### src/rtl/univ_counter_pkg.sv
// univ_counter_pkg: counter mode encoding and terminal-value detection shared by counter slices
package univ_counter_pkg;
  localparam int unsigned MAX_WIDTH = 36;
  typedef enum logic [1:0] {
    CNT_LOAD = 2'b00,
    CNT_INC  = 2'b01,
    CNT_DEC  = 2'b10,
    CNT_HOLD = 2'b11
  } cnt_mode_t;
  // modulus needs one bit more than the widest count to hold 2**MAX_WIDTH
  function automatic logic terminal(
    input logic [MAX_WIDTH:0] q,
    input cnt_mode_t          mode,
    input logic [MAX_WIDTH:0] modulus
  );
    return (mode == CNT_INC && q >= modulus - 1'b1) || (mode == CNT_DEC && q == '0);
  endfunction
endpackage

### src/rtl/univ_counter.sv
// univ_counter: cascadable up/down/load counter with programmable modulus, optional saturation,
// active-low carry chain and registered wrap pulse
module univ_counter
  import univ_counter_pkg::*;
#(
  parameter int unsigned     WIDTH    = 4,
  parameter longint unsigned MODULUS  = 64'd1 << WIDTH,
  parameter bit              SATURATE = 1'b0
) (
  input  logic             clk,
  input  logic             nReset,
  input  logic [WIDTH-1:0] d,
  input  logic [1:0]       sel,
  input  logic             nCryIn,
  input  logic             clr,
  output logic [WIDTH-1:0] q,
  output logic             nCryOut,
  output logic             wrap
);
  if (WIDTH < 1 || WIDTH > MAX_WIDTH) begin : g_bad_width
    $error("univ_counter: WIDTH %0d outside 1..%0d", WIDTH, MAX_WIDTH);
  end
  if (MODULUS < 2 || MODULUS > (64'd1 << WIDTH)) begin : g_bad_modulus
    $error("univ_counter: MODULUS %0d outside 2..2**WIDTH", MODULUS);
  end
  localparam logic [WIDTH-1:0] TERM_HI = WIDTH'(MODULUS - 64'd1);
  cnt_mode_t        mode;
  logic             step;
  logic             at_term;
  logic [WIDTH-1:0] cnt_d, cnt_q;
  logic             wrap_d, wrap_q;
  always_comb begin
    mode    = cnt_mode_t'(sel);
    step    = !nCryIn && (mode == CNT_INC || mode == CNT_DEC);
    at_term = terminal((MAX_WIDTH+1)'(cnt_q), mode, (MAX_WIDTH+1)'(MODULUS));
    cnt_d   = clr              ? '0 :
              mode == CNT_LOAD ? d :
              !step            ? cnt_q :
              at_term          ? (SATURATE ? cnt_q : (mode == CNT_INC ? '0 : TERM_HI)) :
              mode == CNT_INC  ? cnt_q + WIDTH'(1) : cnt_q - WIDTH'(1);
    wrap_d  = !clr && mode != CNT_LOAD && step && at_term && !SATURATE;
    // LOAD drives carry low so downstream slices behave like the legacy parts
    nCryOut = mode == CNT_LOAD ? 1'b0 : !(step && at_term);
  end
  always_ff @(posedge clk or negedge nReset) begin
    if (!nReset) begin
      cnt_q  <= '0;
      wrap_q <= 1'b0;
    end else begin
      cnt_q  <= cnt_d;
      wrap_q <= wrap_d;
    end
  end
  assign q    = cnt_q;
  assign wrap = wrap_q;
endmodule

### config.mk
export PLATFORM = sky130hd
export DESIGN_NAME = univ_counter
export DESIGN_NICKNAME = d
export VERILOG_FILES = /design/src/rtl/univ_counter_pkg.sv /design/src/rtl/univ_counter.sv
export SDC_FILE = /design/constraint.sdc
export NUM_CORES = 1
export LEC_CHECK = 0
export ABC_AREA = 1
export CORE_AREA = 2 2 39 41
export DETAILED_ROUTE_END_ITERATION = 8
export DIE_AREA = 0 0 41 43
export DONT_BUFFER_PORTS = 1
export GPL_TIMING_DRIVEN = 0
export PLACE_DENSITY = 0.57
export SLEW_MARGIN = 20
export SYNTH_ARGS = -nofsm -noshare
export SYNTH_HDL_FRONTEND = slang
export SYNTH_SLANG_ARGS = --single-unit
### constraint.sdc
create_clock -name clk -period 3.1 [get_ports clk]
set_input_delay 0.31 -clock clk [delete_from_list [all_inputs] [get_ports clk]]
set_output_delay 0.31 -clock clk [all_outputs]
set_load 0.05 [all_outputs]
# Word-level counts from Yosys, hierarchy flattened
# Cells that the tools add are included.
[op_classes]
addsub = 2
order_cmp = 1
n_eq_ne = 2
muxes = 7
n_reduce_logical = 16
[ops]
columns = ["cell", "count"]
rows = [
  ["4-bit two-way mux", 6],
  ["1-bit logical AND", 7],
  ["4-bit by 1-bit adder with 4-bit output, second input constant", 1],
  ["4-bit >= comparator, second input constant", 1],
  ["4-bit zero test", 1],
  ["4-bit by 1-bit subtractor with 4-bit output, second input constant", 1],
  ["1-bit zero test", 3],
  ["3-bit nonzero test", 1],
  ["2-bit by 1-bit == test with 1-bit output, second input constant", 1],
  ["2-bit == test, second input constant", 1],
  ["2-bit zero test", 1],
  ["1-bit logical OR", 2],
  ["2-bit nonzero test", 1],
  ["1-bit two-way mux", 1],
]
[totals]
ff_bits = 5
input_bits = 10
out_inout_bits = 6
wordCells = 30

# Longest topological paths before layout
[logic_depth]
ltp_word = 7
depth_mapped = 14
depth_no_buf = 14

# Worst setup path before layout
# Ideal clock, no wire load.
[synth_timing]
path_type = "register to output"
from = "register cnt_q[1], in the netlist q[1]"
to = "output nCryOut"
arrival_ps = 1747
required_time_ps = 2790
slack_ps = 1043
path_stages_with_launch = 7
path_buffers = 0
cell_sequence = "dfrtp_1 -> nor2_1 -> nand2_1 -> nor2_1 -> nor2_2 -> nor2_1 -> nor2_1"
[synth_between]
elab_chain_len = 6
elab_cells_between_ends = 8
cone_classes = "order compare (1); mux (1); reduce/logical (6)"
[synth_rtl]
columns = ["item", "line", "text"]
rows = [
  ["from (decl)", "univ_counter.sv:30", "logic [WIDTH-1:0] cnt_d, cnt_q;"],
  ["from (signal assigned)", "univ_counter.sv:50", "cnt_q <= cnt_d;"],
  ["4-bit >= comparator or 4-bit zero test (tied branches)", "univ_counter_pkg.sv:16", "return (mode == CNT_INC && q >= modulus - 1'b1) || (mode == CNT_DEC && q == '0);"],
  ["1-bit logical AND", "univ_counter_pkg.sv:16", ""],
  ["1-bit logical OR *", "univ_counter_pkg.sv:16", ""],
  ["1-bit logical AND *", "univ_counter.sv:43", "nCryOut = mode == CNT_LOAD ? 1'b0 : !(step && at_term);"],
  ["1-bit zero test *", "univ_counter.sv:43", ""],
  ["1-bit two-way mux *", "univ_counter.sv:43", ""],
  ["to (decl)", "univ_counter.sv:17", "output logic nCryOut,"],
]
# Every way passes the cells marked *; elsewhere a longest branch is shown, timed or not.

# Worst setup path after layout
# Same ends and word-level chain as after synthesis.

==> results.toml <==
[clock_tree]
numClockSinks = 5
cts.path.max_buffers = 2
htreeDepth = 1
clk_pin_slew_ps = 40
cts_tree = "done"
root_buffer = "clkbuf_4"
clk_latency_ps = 230
cts_buffers = 3
cts_resized = 0

[synth]
yosys.area_share.simple_pct = 46.1
synth_fa_ha_area_share_pct = 16.1
synth_warnings = 0
synth_fp_nets = 97
synth.avg_cell_area_sq_um = 6.33
yosysTopAreaCell = "nand2_1"
ys_types = 16
synth_area_sq_um = 513
synth_top_area_share_pct = 24.9
yosys-top-cells-area = "nand2_1 (25%), dfrtp_1 (24%), ha_1 (12%)"
seq_area_frac_synth_pct = 24.4
ys_ff_latch = 5
synthCells = 81
synth_compound_area_share_pct = 0.976
synthMuxAreaShare_pct = 0
synth_top_family_by_area = "simple AND/OR/NAND/NOR gates"
synthXorXnorAreaFrac_pct = 1.71

[timing]
fin_crit_ps = 2450
setup_viol = 0
relSlewSlack_pct = 41.4
rsz0062_at_grt = "false"
finalSetupTns_ps = 0
timing.final.crit_share_pct = 78.9
tightest_slew_ps = 876
maxSlewViolCount = 0
fin_skew_ps = 0.937
clock.fmax_mhz = 409
finalHoldViolations = 0

[power]
p_switching_uw = 148
p_per_area_mw_per_mm2 = 564
pwr-share-comb_pct = 36.0
leakagePower_nw = 0.336
p_clk_share_pct = 22.2
peakVddDrop_mv = 0.319
p_int_uw = 173
pwr-share-seq_pct = 41.8
p_sw_share_pct = 46.2

[final_layout]
antennaDiodeCount = 0
layout.nets = 103
final_common_cell = "nand2_1"
nFillCells = 159
utilization_pct = 41.1
area_delta_synth_final_pct = 11.0
final_cell_mix = "nand2_1 (34), nor2_1 (15), inv_1 (9)"
layout-drive-gt1-share_pct = 10.5

[floorplanning]
core_sq_mm = 0.00138
io_pins = 16
num_rows = 14
die_h_um = 43
start_util_pct = 37.1
die_area_sq_mm = 0.00176
die_x_um = 41

[place]
routabilityCongestion = 0.801
dp_hpwl_um = 803
io_buffers = 0

[critical_path]
worstSetupStartpoint = "q[1]"
required_ps = 2790
crit_fanout = 6
worstPathArrival_ps = 2140
crit_path_end = "nCryOut"
cp-end-kind = "output port"
crit_chain = "nor2_1 > nand2_1 > nor2_1 > nor2_2 > nor2_1 > nor2_1"
start_kind = "flip-flop"
cp_num_buf_inv = 0
r2r-end = "q[2]"
critical_path_cell_count = 6
slowest_delay_ps = 730
crit_family = "simple AND/OR/NAND/NOR gates"
path_class = "flip-flop to output port"
crit_slowest_cell = "dfrtp_1"
reg2reg_slack_ps = 1210
crit_top_cell = "nor2_1"
reg2reg_depth = 8
r2r_start = "q[0]"

[min_path]
holdPathStages = 1
hold_class = "primary input to flip-flop"

[detailed_routing]
routed_wl_um = 947
vias = 462
routedWlPerCell_um = 9.28
drtIter0Drc = 2
ant_nets = 0
viasPerCell = 4.53
first_pass_iters = 2
drc = 0

[global_routing]
grt_max_degree = 9
overflow = 0
antenna_found_initial = 0
first_global_vias = 431
grtUsageTotal_pct = 14.0
grt_pass1_wl_um = 1720

[job]
max-cap-violations = 0

[run_status]
outcome = "complete, no violations"
worst register-to-register path: stages (launching register included):
cell and delay [ps]:
dfrtp_1 730, inv_1 140, fa_1 460, xor2_1 160, nand2_1 70, nand2_1 70
nand2_1 50, nand2_1 60, nand2_1 50
through the flow:
step / setup slack [ps] / power, mW / hold WS, ps / cell area [sq um] / std cells
after floorplan: 1040 / 0.229 / 14.4 / 513 / 81
after global placement: 893 / 0.250 / 14.5 / 533 / 97
after detailed placement: 887 / 0.251 / 14.5 / 533 / 97
after CTS: 632 / 0.327 / 149 / 569 / 102
after global routing: 489 / 0.357 / 140 / 569 / 102
final: 654 / 0.321 / 154 / 569 / 102
state kept, by name, summed over array words and instances (netlist names):
name  count
q         4
wrap      1
routing by layer:
layer  global-route usage (%)  vias to the layer above  part of all wire [%]
li1                         -                      253                     -
met1                     18.5                      202                    47
met2                     21.9                        7                    49
met3                     3.14                        0                   4.1
met4                     4.00                        0                     0
met5                        0                        -                     0
power by group through the flow:
| stage | Clock, mW | Combinational [mW] | Sequential (mW) |
|---|---|---|---|
| detailed placement | 0 | 0.115 | 0.136 |
| finish | 0.0713 | 0.116 | 0.134 |
| floorplan | 0 | 0.100 | 0.129 |
| global route | 0.0782 | 0.142 | 0.137 |
| CTS | 0.0748 | 0.118 | 0.135 |
| global placement | 0 | 0.114 | 0.136 |
cells in the mapped netlist:
library cell,number
xor2_1,1
inv_2,1
o21ai_1,1
nand3_1,2
ha_1,5
nand2_2,1
nor2_2,1
bufinv_8,1
or2_4,2
inv_1,9
nor4_1,1
or2_1,1
fa_1,1
dfrtp_1,5
nor2_1,15
nand2_1,34
cell type report:
class                           instances  area, sq um  area share (%)
Tap cell                               16         20.0            3.52
Sequential cell                         5          125            22.0
Clock buffer                            4         26.3            4.62
Multi-Input combinational cell         65          333            58.5
Timing Repair Buffer                    1         10.0            1.76
Inverter                               11         55.1            9.67
how the worst min path moves through the flow:
stage	from	endpoint	slack [ps]
6_report	clr	wrap	150
5_1_grt	clr	wrap	140
4_1_cts	clr	wrap	150
3_5_place_dp	nReset	q[1]	10
3_3_place_gp	nReset	q[1]	10
2_1_floorplan	nReset	q[0]	10
logic make-up after synthesis:
group / Yosys count
simple gates: 57
buf+inv: 11
fa+ha+maj: 6
flops: 5
compound gates: 1
xor+xnor: 1
what timing repair did:
action,in CTS,in global routing
setup buffers,0,0
hold buffers,1,0
endpoints found under the hold margin,5,0
(Power assumes the default switching activity.)
